**src/rtl/adder_pkg.sv**
```systemverilog
// Shared types and elaboration helpers for the digit-serial adder.
package adder_pkg;

    typedef enum logic [1:0] {
        IDLE,
        BUSY,
        DONE
    } state_e;

    // Number of digits per operand; a zero DIGIT is rejected by the top.
    function automatic int unsigned ndig(input int unsigned width, input int unsigned digit);
        return (digit == 0) ? 1 : width / digit;
    endfunction

    // Digit counter width, never narrower than one bit.
    function automatic int unsigned cnt_width(input int unsigned n);
        return (n <= 1) ? 1 : $clog2(n);
    endfunction

endpackage

```
**src/rtl/adder_nbit_digit_serial_if.sv**
```systemverilog
// Operand and result handshake bundle for the digit-serial adder.
interface adder_nbit_digit_serial_if #(
    parameter int unsigned WIDTH = 32
);
    logic             in_valid;
    logic             in_ready;
    logic [WIDTH-1:0] A;
    logic [WIDTH-1:0] B;
    logic             Cin;
    logic             Sub;
    logic             out_valid;
    logic             out_ready;
    logic [WIDTH-1:0] Sum;
    logic             Cout;
    logic             Ovf;

    modport master (
        output in_valid, A, B, Cin, Sub, out_ready,
        input  in_ready, out_valid, Sum, Cout, Ovf
    );

    modport slave (
        input  in_valid, A, B, Cin, Sub, out_ready,
        output in_ready, out_valid, Sum, Cout, Ovf
    );
endinterface

```
**src/rtl/adder_nbit_digit_serial_digit.sv**
```systemverilog
// Combinational DIGIT-bit ripple adder built from full-adder cells.
module adder_1bit (
    input  logic a,
    input  logic b,
    input  logic cin,
    output logic s,
    output logic cout
);
    assign s    = a ^ b ^ cin;
    assign cout = (a & b) | (cin & (a ^ b));
endmodule

module adder_digit #(
    parameter int unsigned W = 4
) (
    input  logic [W-1:0] a,
    input  logic [W-1:0] b,
    input  logic         cin,
    output logic [W-1:0] s,
    output logic         cout,
    output logic         c_msb_in
);
    logic [W:0] c;

    assign c[0] = cin;

    for (genvar i = 0; i < W; i++) begin : g_bit
        adder_1bit u_bit (
            .a   (a[i]),
            .b   (b[i]),
            .cin (c[i]),
            .s   (s[i]),
            .cout(c[i+1])
        );
    end

    assign cout     = c[W];
    assign c_msb_in = c[W-1];
endmodule

```
**src/rtl/adder_nbit_digit_serial.sv**
```systemverilog
// Digit-serial adder/subtractor: DIGIT bits per clock, registered carry,
// valid/ready handshake on operands and result.
module adder_nbit_digit_serial
    import adder_pkg::*;
#(
    parameter int unsigned WIDTH = 32,
    parameter int unsigned DIGIT = 4
) (
    input logic                         clk,
    input logic                         rst_n,
    adder_nbit_digit_serial_if.slave    bus
);
    localparam int unsigned NDIG = ndig(WIDTH, DIGIT);
    localparam int unsigned CW   = cnt_width(NDIG);

    if ((DIGIT < 1) || ((WIDTH % ((DIGIT == 0) ? 1 : DIGIT)) != 0)) begin : g_bad_cfg
        $error("adder_nbit_digit_serial: WIDTH must be a positive multiple of DIGIT");
    end

    state_e           state_q, state_d;
    logic [WIDTH-1:0] a_q, a_d;
    logic [WIDTH-1:0] b_q, b_d;
    logic [WIDTH-1:0] sum_q, sum_d;
    logic [CW-1:0]    cnt_q, cnt_d;
    logic             carry_q, carry_d;
    logic             cout_q, cout_d;
    logic             ovf_q, ovf_d;

    logic             in_ready_o;
    logic             out_valid_o;
    logic             accept;
    logic             last;
    logic [31:0]      base;
    logic [WIDTH-1:0] a_shift, b_shift;
    logic [DIGIT-1:0] dig_a, dig_b, dig_s;
    logic             dig_cout, dig_cmsb;

    localparam logic [WIDTH-1:0] DMASK = WIDTH'({DIGIT{1'b1}});

    assign accept  = bus.in_valid && in_ready_o;
    assign last    = (cnt_q == CW'(NDIG - 1));
    assign base    = 32'(cnt_q) * DIGIT;
    assign a_shift = a_q >> base;
    assign b_shift = b_q >> base;
    assign dig_a   = a_shift[DIGIT-1:0];
    assign dig_b   = b_shift[DIGIT-1:0];

    adder_digit #(.W(DIGIT)) u_digit (
        .a       (dig_a),
        .b       (dig_b),
        .cin     (carry_q),
        .s       (dig_s),
        .cout    (dig_cout),
        .c_msb_in(dig_cmsb)
    );

    // FSM state register
    always_ff @(posedge clk or negedge rst_n) begin
        if (!rst_n) state_q <= IDLE;
        else        state_q <= state_d;
    end

    // FSM next-state: a DONE handshake with a waiting bundle goes straight to BUSY
    always_comb begin
        state_d = state_q;
        unique case (state_q)
            IDLE:    if (bus.in_valid) state_d = BUSY;
            BUSY:    if (last) state_d = DONE;
            DONE:    if (bus.out_ready) state_d = bus.in_valid ? BUSY : IDLE;
            default: state_d = IDLE;
        endcase
    end

    // FSM outputs: in_ready depends only on state and out_ready
    always_comb begin
        in_ready_o  = (state_q == IDLE) || ((state_q == DONE) && bus.out_ready);
        out_valid_o = (state_q == DONE);
    end

    // Datapath: latch operands on accept, then one digit per BUSY cycle.
    // Subtract mode is folded into the inverted B and the initial carry, so no mode flop is kept.
    always_comb begin
        a_d     = a_q;
        b_d     = b_q;
        sum_d   = sum_q;
        cnt_d   = cnt_q;
        carry_d = carry_q;
        cout_d  = cout_q;
        ovf_d   = ovf_q;
        if (accept) begin
            a_d     = bus.A;
            b_d     = bus.B ^ {WIDTH{bus.Sub}};
            carry_d = bus.Cin ^ bus.Sub;
            cnt_d   = '0;
        end else if (state_q == BUSY) begin
            sum_d   = (sum_q & ~(DMASK << base)) | (WIDTH'(dig_s) << base);
            carry_d = dig_cout;
            cnt_d   = last ? '0 : cnt_q + CW'(1);
            if (last) begin
                cout_d = dig_cout;
                ovf_d  = dig_cmsb ^ dig_cout;
            end
        end
    end

    // Datapath registers
    always_ff @(posedge clk or negedge rst_n) begin
        if (!rst_n) begin
            a_q     <= '0;
            b_q     <= '0;
            sum_q   <= '0;
            cnt_q   <= '0;
            carry_q <= 1'b0;
            cout_q  <= 1'b0;
            ovf_q   <= 1'b0;
        end else begin
            a_q     <= a_d;
            b_q     <= b_d;
            sum_q   <= sum_d;
            cnt_q   <= cnt_d;
            carry_q <= carry_d;
            cout_q  <= cout_d;
            ovf_q   <= ovf_d;
        end
    end

    assign bus.in_ready  = in_ready_o;
    assign bus.out_valid = out_valid_o;
    assign bus.Sum       = sum_q;
    assign bus.Cout      = cout_q;
    assign bus.Ovf       = ovf_q;
endmodule

```
**src/flat_wrapper.sv**
```systemverilog
// flat-port wrapper written by rule: the top's interface ports become plain ports
module adder_nbit_digit_serial_flat import adder_pkg::*;
#(
    parameter int unsigned WIDTH = 32,
    parameter int unsigned DIGIT = 4
)
  (clk, rst_n, bus_in_valid, bus_A, bus_B, bus_Cin, bus_Sub, bus_out_ready, bus_in_ready, bus_out_valid, bus_Sum, bus_Cout, bus_Ovf);
  adder_nbit_digit_serial_if #(.WIDTH(WIDTH)) bus_i ();
  input logic clk;
  input logic rst_n;
  input wire logic [$bits(bus_i.in_valid)-1:0] bus_in_valid;
  input wire logic [$bits(bus_i.A)-1:0] bus_A;
  input wire logic [$bits(bus_i.B)-1:0] bus_B;
  input wire logic [$bits(bus_i.Cin)-1:0] bus_Cin;
  input wire logic [$bits(bus_i.Sub)-1:0] bus_Sub;
  input wire logic [$bits(bus_i.out_ready)-1:0] bus_out_ready;
  output wire logic [$bits(bus_i.in_ready)-1:0] bus_in_ready;
  output wire logic [$bits(bus_i.out_valid)-1:0] bus_out_valid;
  output wire logic [$bits(bus_i.Sum)-1:0] bus_Sum;
  output wire logic [$bits(bus_i.Cout)-1:0] bus_Cout;
  output wire logic [$bits(bus_i.Ovf)-1:0] bus_Ovf;
  assign bus_i.in_valid = bus_in_valid;
  assign bus_i.A = bus_A;
  assign bus_i.B = bus_B;
  assign bus_i.Cin = bus_Cin;
  assign bus_i.Sub = bus_Sub;
  assign bus_i.out_ready = bus_out_ready;
  assign bus_in_ready = bus_i.in_ready;
  assign bus_out_valid = bus_i.out_valid;
  assign bus_Sum = bus_i.Sum;
  assign bus_Cout = bus_i.Cout;
  assign bus_Ovf = bus_i.Ovf;
  adder_nbit_digit_serial #(.WIDTH(WIDTH), .DIGIT(DIGIT)) u_core (.clk(clk), .rst_n(rst_n), .bus(bus_i));
endmodule
```
**config.mk**
```make
export PLATFORM = sky130hd
export DESIGN_NAME = adder_nbit_digit_serial_flat
export DESIGN_NICKNAME = d
export VERILOG_FILES = /design/src/rtl/adder_pkg.sv /design/src/rtl/adder_nbit_digit_serial_if.sv /design/src/rtl/adder_nbit_digit_serial_digit.sv /design/src/rtl/adder_nbit_digit_serial.sv /design/src/flat_wrapper.sv
export SDC_FILE = /design/constraint.sdc
export NUM_CORES = 1
export LEC_CHECK = 0
export BUFFER_PORTS_ARGS = -buffer_cell sky130_fd_sc_hd__buf_4
export CAP_MARGIN = 10
export CORE_MARGIN = 2
export CORE_UTILIZATION = 49
export DETAILED_ROUTE_END_ITERATION = 12
export PLACE_DENSITY = 0.72
export SETUP_SLACK_MARGIN = 0.2
export SYNTH_ARGS = -nofsm -noshare
export SYNTH_HDL_FRONTEND = slang
export SYNTH_SLANG_ARGS = --single-unit
```
**constraint.sdc**
```tcl
create_clock -name clk -period 3.62 [get_ports clk]
set_input_delay 0.724 -clock clk [delete_from_list [all_inputs] [get_ports clk]]
set_output_delay 0.724 -clock clk [all_outputs]
set_load 0.02 [all_outputs]
```
==> run summary, run 1 <==
worst hold path type -> in -> async
startpoint types -> flip-flop
Leakage -> 2.81 nW
final hold slack -> 429 ps
All-Layer GR Usage -> 20.0%
Inserted Diodes -> 0
CP Max Fanout -> 14
core area -> 9820 sq um
share of layout cells above drive strength 1 -> 45.1%
Die Width -> 105 um
Worst Skew -> 16.9 ps
pins over their slew limit -> 0
WL per Instance -> 17.2 um
WP data arrival -> 3440 ps
Cell Pwr Density -> 1010 nW/um^2
Worst-path clk slew -> 110 ps
H-tree depth -> 3
Die ar. -> 11000 sq um
actual slew at the worst max-slew pin -> 785 ps
# clock sinks -> 104
Buf/Inv on CP -> 3
Metal-1 WL -> 4500 um
Final Cycle Share -> 87.4%
Post-synth ARST share -> 100%
critical path type -> reg -> reg
Tmin final -> 3170 ps
status -> complete, no violations
gr ovfl total -> 0
final non-filler cell total -> 603
Post-CTS Repair Setup Buffers -> 0
worst rel slew slack -> 47.7%
synth warn -> 0
DR vias -> 3204
placed cells -> 587
PortBufs -> 105
IO Count -> 106
TritonCTS clock tree -> done
CTS max path bufs -> 2
Post-synth EDFFs -> 0
largest net degree at the start of global routing -> 64
WP data required -> 3890 ps
CP Cell Sequence -> mux4_2 -> mux2i_1 -> fa_1 -> inv_1 -> fa_1 -> inv_1 -> fa_1 -> inv_1 -> fa_1 -> a22o_1
# setup viols final -> 0
final total negative setup slack -> 0 ps
Critical Path Stages -> 10
synthesis-stage register bit count -> 104
Pre-Repair DR Iteration Count -> 4
cts bufs inserted -> 9
GP Congestion -> 0.767
r2r worst-path depth -> 10
CTS root buf -> clkbuf_8
first-pass GRT wire length -> 17300 um
ANT nets after route -> 0
Area growth, synth to finish -> 22.5%
Most common cell on crit path -> fa_1
initial antenna violation count -> 0
Final WS setup -> 455 ps
pre-CTS setup slack -> 349 ps
RSZ-0062 raised after global routing -> false
Netlist cell types -> 37
post-DR vias/cell -> 5.31
final hold vios -> 0
highest clock rate -> 0.316 GHz
Synthesized Nets -> 442
WL met3 -> 567 um
slowest CP cell -> dfrtp_1
vias in the first global route -> 3344
met2 wire length -> 5190 um
delay-heaviest family, CP -> adder cells
Peak VDD IR -> 0.761 mV
post-synthesis sequential area ratio -> 52.2%
Starting Density -> 50.7%
row count -> 36
Remaining DRCs -> 0
CTS resizes -> 0
Power Total -> 6.15 mW
Post-synth top flop -> dfrtp_1
dpl hpwl -> 7680 um
uppermost layer routed -> met4
critical path endpoint category -> flip-flop
Cell Area, Synth -> 4980 sq um
# hold bufs at CTS -> 0
Die Span Y -> 105 um
clock insertion delay at the later pin of the skew report -> 370 ps
CP max stage delay -> 680 ps
DR iter-0 viols -> 108
Detailed Route WL -> 10400 um
Nets -> 545
Mapped Cells -> 362
Mean Syn Cell Area -> 13.8 sq um
maxcap violations -> 0
-- power breakdown --
| part | leakage [nW] | internal, mW | switching, mW | total (mW) |
|---|---|---|---|---|
| clock network | 0.115 | 0.397 | 0.404 | 0.801 |
| logic | 1.44 | 1.54 | 1.67 | 3.21 |
| registers | 1.25 | 1.74 | 0.393 | 2.14 |
-- cell families after synthesis --
kind of cell               Yosys count  share of synthesized area, %
DFF                                104                          52.2
AOI/OAI and AO/OA                   38                          6.25
adders and majority gates           10                          3.11
xor gates and xnor gates            34                          5.98
buffers and inverters               31                          3.27
muxes                               87                          23.1
and+or+nand+nor                     58                          6.00
-- worst paths after layout --
kind	slack, ps	start	endpoint
worst max-delay path	450	u_core.cnt_q[2]	u_core.bus.Sum[23]
worst min register to register	500	u_core.b_q[7]	u_core.b_q[7]
worst min-delay path	430	rst_n	u_core.b_q[17]
worst max register to register	450	u_core.cnt_q[2]	u_core.bus.Sum[23]
max in group asynchronous	2340	rst_n	u_core.a_q[24]
min in group clk	500	u_core.b_q[7]	u_core.b_q[7]
-- worst register-to-register path, stage by stage (launching register included) --
cell	delay (ps)
dfrtp_1	680
mux4_2	390
mux2i_1	220
fa_1	200
inv_1	50
fa_1	340
inv_1	70
fa_1	210
inv_1	70
fa_1	580
a22o_1	270
-- area by class of cell --
type | count | area, sq um
fill | 824 | 3720
sequential | 104 | 2600
multi-input combinational | 227 | 2220
timing repair buffer | 115 | 863
tap | 133 | 166
clock buffer | 9 | 124
clock inverter | 7 | 100
inverter | 8 | 30.0
-- layer usage --
metal	global-route usage, %	vias to the layer above
li1	-	1489
met1	27.4	1618
met2	32.4	88
met3	4.18	9
met4	5.43	0
met5	0	-
-- stage by stage --
step / area, sq um / util, %
final: 6100 / 62.2
after global routing: 6100 / 62.2
after CTS: 6100 / 62.1
after detailed placement: 5880 / 59.9
after global placement: 5880 / 59.9
after floorplan: 4980 / -
-- layout by cell type, fill, tap and decap left out, drive strengths merged, types with 5 or more instances in the layout --
cell type,Yosys,final
xor2,33,33
a22o,16,16
o2bb2ai,14,14
ha,6,6
inv,8,11
buf,19,115
nor2b,5,5
dfrtp,104,104
clkbuf,4,9
mux2i,6,6
nand2,30,30
mux2,65,65
nor2,5,5
mux4,16,16
-- state kept, by name (all words and copies together) (netlist names) --
| register | flops |
|---|---|
| u_core.bus.Sum | 32 |
| u_core.a_q | 32 |
| u_core.bus.Ovf | 1 |
| u_core.bus.Cout | 1 |
| u_core.cnt_q | 3 |
| u_core.state_q | 2 |
| u_core.carry_q | 1 |
| u_core.b_q | 32 |
-- Yosys cell counts, types with 6 or more instances --
master	n	area [sq um]
a22o_1	16	140
nand2_1	30	113
mux2_2	60	676
inv_1	7	26.3
mux2i_1	6	60.1
mux4_2	16	360
o2bb2ai_1	14	123
buf_2	7	35.0
buf_4	6	45.0
xor2_1	33	289
ha_1	6	75.1
dfrtp_1	104	2600
No activity file was read; power rests on OpenSTA's default activity.
==> inputs of run 2 (changes only) <==
==> constraint.sdc (replaced) <==
create_clock -name clk -period 3.62 [get_ports clk]
set_input_delay 0.362 -clock clk [delete_from_list [all_inputs] [get_ports clk]]
set_output_delay 0.362 -clock clk [all_outputs]
set_load 0.02 [all_outputs]
==> run 2 against run 1 <==
  * The run now ends with hold timing left
  * Clock-buffer cell count unchanged
  * Highest routed layer unchanged
  * Global-route usage decreased by 0.17 points
  * First-iteration DRC count decreased by 15%
  * Via count decreased by 0.69%
  * Sequential power about the same
  * Die area unchanged
  * Critical endpoint is now u_core.bus.Sum[27]
  * Clock power decreased by 17%
  * Largest power group unchanged
  * Power decreased by 2.3%
==> run summary, run 2 (synthesized netlist as in run 1, its figures left out) <==
status -> finished, violations left (was complete, no violations)
violations in the final reports -> hold timing
# hold bufs at CTS -> 0 (unchanged)
post-DR vias/cell -> 5.29 (was 5.31)
gr ovfl total -> 0 (unchanged)
final hold slack -> -0.807 ps (was 429 ps)
Power Total -> 6.01 mW (was 6.15 mW)
dpl hpwl -> 7460 um (was 7680 um)
most common cell after layout, fill and taps aside -> buf_4 (unchanged)
Pre-Repair DR Iteration Count -> 4 (unchanged)
actual slew at the worst max-slew pin -> 726 ps (was 785 ps)
GP Congestion -> 0.795 (was 0.767)
pre-CTS setup slack -> 325 ps (was 349 ps)
maxcap violations -> 0 (unchanged)
pins over their slew limit -> 0 (unchanged)
PortBufs -> 105 (unchanged)
clock insertion delay at the later pin of the skew report -> 370 ps (about the same)
WP data required -> 3890 ps (about the same)
Final Core Density -> 61.8% (was 62.2%)
CTS resizes -> 0 (unchanged)
IO Count -> 106 (unchanged)
# clock sinks -> 104 (unchanged)
cts bufs inserted -> 9 (unchanged)
RSZ-0062 raised after global routing -> false (unchanged)
CTS root buf -> clkbuf_8 (unchanged)
highest clock rate -> 0.308 GHz (was 0.316 GHz)
Critical Path Stages -> 11 (was 10)
Tmin final -> 3250 ps (was 3170 ps)
Detailed Route WL -> 10200 um (was 10400 um)
share of layout cells above drive strength 1 -> 44.7% (was 45.1%)
delay-heaviest family, CP -> adder cells (unchanged)
Remaining DRCs -> 0 (unchanged)
critical path type -> reg -> reg (unchanged)
Area growth, synth to finish -> 21.8% (was 22.5%)
critical path endpoint category -> flip-flop (unchanged)
critical path startpoint -> u_core.cnt_q[0] (was u_core.cnt_q[2])
Inserted Diodes -> 0 (unchanged)
Fill cells -> 841 (was 824)
Final Cycle Share -> 89.7% (was 87.4%)
Worst R2R Start -> u_core.cnt_q[0] (was u_core.cnt_q[2])
DR iter-0 viols -> 92 (was 108)
Die Width -> 105 um (unchanged)
Post-CTS Repair Setup Buffers -> 0 (unchanged)
WL per Instance -> 17.0 um (was 17.2 um)
vias in the first global route -> 3286 (was 3344)
Most common cell on crit path -> fa_1 (unchanged)
largest net degree at the start of global routing -> 57 (was 64)
Die ar. -> 11000 sq um (unchanged)
Reg area -> 2600 sq um (about the same)
TritonCTS clock tree -> done (unchanged)
final total negative setup slack -> 0 ps (unchanged)
area of the multi-input gates -> 2220 sq um (unchanged)
worst hold path type -> in -> async (unchanged)
CTS max path bufs -> 2 (unchanged)
startpoint types -> flip-flop (unchanged)
r2r worst-path depth -> 11 (was 10)
DR vias -> 3182 (was 3204)
# setup viols final -> 0 (unchanged)
core area -> 9820 sq um (unchanged)
row count -> 36 (unchanged)
H-tree depth -> 3 (unchanged)
Starting Density -> 50.7% (unchanged)
CP max stage delay -> 580 ps (was 680 ps)
initial antenna violation count -> 0 (unchanged)
Final WS setup -> 373 ps (was 455 ps)
final hold vios -> 2 (was 0)
Worst-path clk slew -> 110 ps (about the same)
first-pass GRT wire length -> 17000 um (was 17300 um)
slowest CP cell -> fa_1 (was dfrtp_1)
CP Max Fanout -> 24 (was 14)
Worst Skew -> 14.8 ps (was 16.9 ps)
Cell Pwr Density -> 991 nW/um^2 (was 1010 nW/um^2)
commonest non-fill, non-tap cells in the layout -> buf_4, dfrtp_1, mux2_2, xor2_1, nand2_1 (unchanged)
WP data arrival -> 3510 ps (was 3440 ps)
CP Cell Sequence -> buf_12 -> mux4_2 -> mux2i_1 -> fa_1 -> inv_1 -> fa_1 -> inv_1 -> fa_1 -> inv_1 -> fa_1 -> a22o_1 (was mux4_2 -> mux2i_1 -> fa_1 -> inv_1 -> fa_1 -> inv_1 -> fa_1 -> inv_1 -> fa_1 -> a22o_1)
Buf/Inv on CP -> 4 (was 3)
Leakage -> 2.78 nW (was 2.81 nW)
Nets -> 543 (was 545)
ANT nets after route -> 0 (unchanged)
worst rel slew slack -> 51.5% (was 47.7%)
All-Layer GR Usage -> 19.8% (was 20.0%)
Die Span Y -> 105 um (unchanged)
Peak VDD IR -> 0.634 mV (was 0.761 mV)
run 2: cell count changes in the layout (fill, tap and decap cells not counted):
cell	change
buf_4	-4
buf_12	+2
bufinv_16	-2
clkinvlp_4	+2
clkinv_4	+1
dfrtp_1	+1
dfrtp_2	-1
inv_6	-1
run 2: through the flow:
| stage | cell area, sq um | cells |
|---|---|---|
| floorplan | 4980 | 362 |
| global placement | 5890 | 585 |
| detailed placement | 5890 | 585 |
| CTS | 6070 | 601 |
| global route | 6070 | 601 |
| finish | 6070 | 601 |
run 2: where the power goes:
part / internal (mW) / switching (mW)
logic: 1.55 / 1.68
registers: 1.74 / 0.368
clock network: 0.256 / 0.410
total: 3.55 / 2.46
run 2: final timing paths:
kind / to / slack [ps]
setup / recovery: u_core.bus.Sum[27] / 370
hold / removal: u_core.b_q[11] / -0.8
setup reg to reg: u_core.bus.Sum[27] / 370
hold reg to reg: u_core.bus.Sum[28] / 490
max in group asynchronous: u_core.a_q[17] / 2720
min in group clk: u_core.a_q[9] / 220
run 2: worst reg2reg max path, cell delays in order, from the launching register on:
cell and delay (ps):
dfrtp_1 400, buf_12 200, mux4_2 540, mux2i_1 220, fa_1 200, inv_1 50
fa_1 350, inv_1 80, fa_1 210, inv_1 60, fa_1 580, a22o_1 260
run 2: layout make-up:
type	instances	share of cell area, %
Inverter	8	0.495
Clock inverter	7	0.907
Tap cell	133	2.74
Clock buffer	9	2.04
Sequential cell	104	42.9
Timing Repair Buffer	113	14.4
Multi-Input combinational cell	227	36.5
run 2: metal layers:
layer	GRT usage, %	up-vias	routed length, um
met5	0	-	0
met4	6.38	0	143
met3	3.49	12	412
met1	27.7	1590	4790
li1	-	1499	-
met2	31.6	81	4880
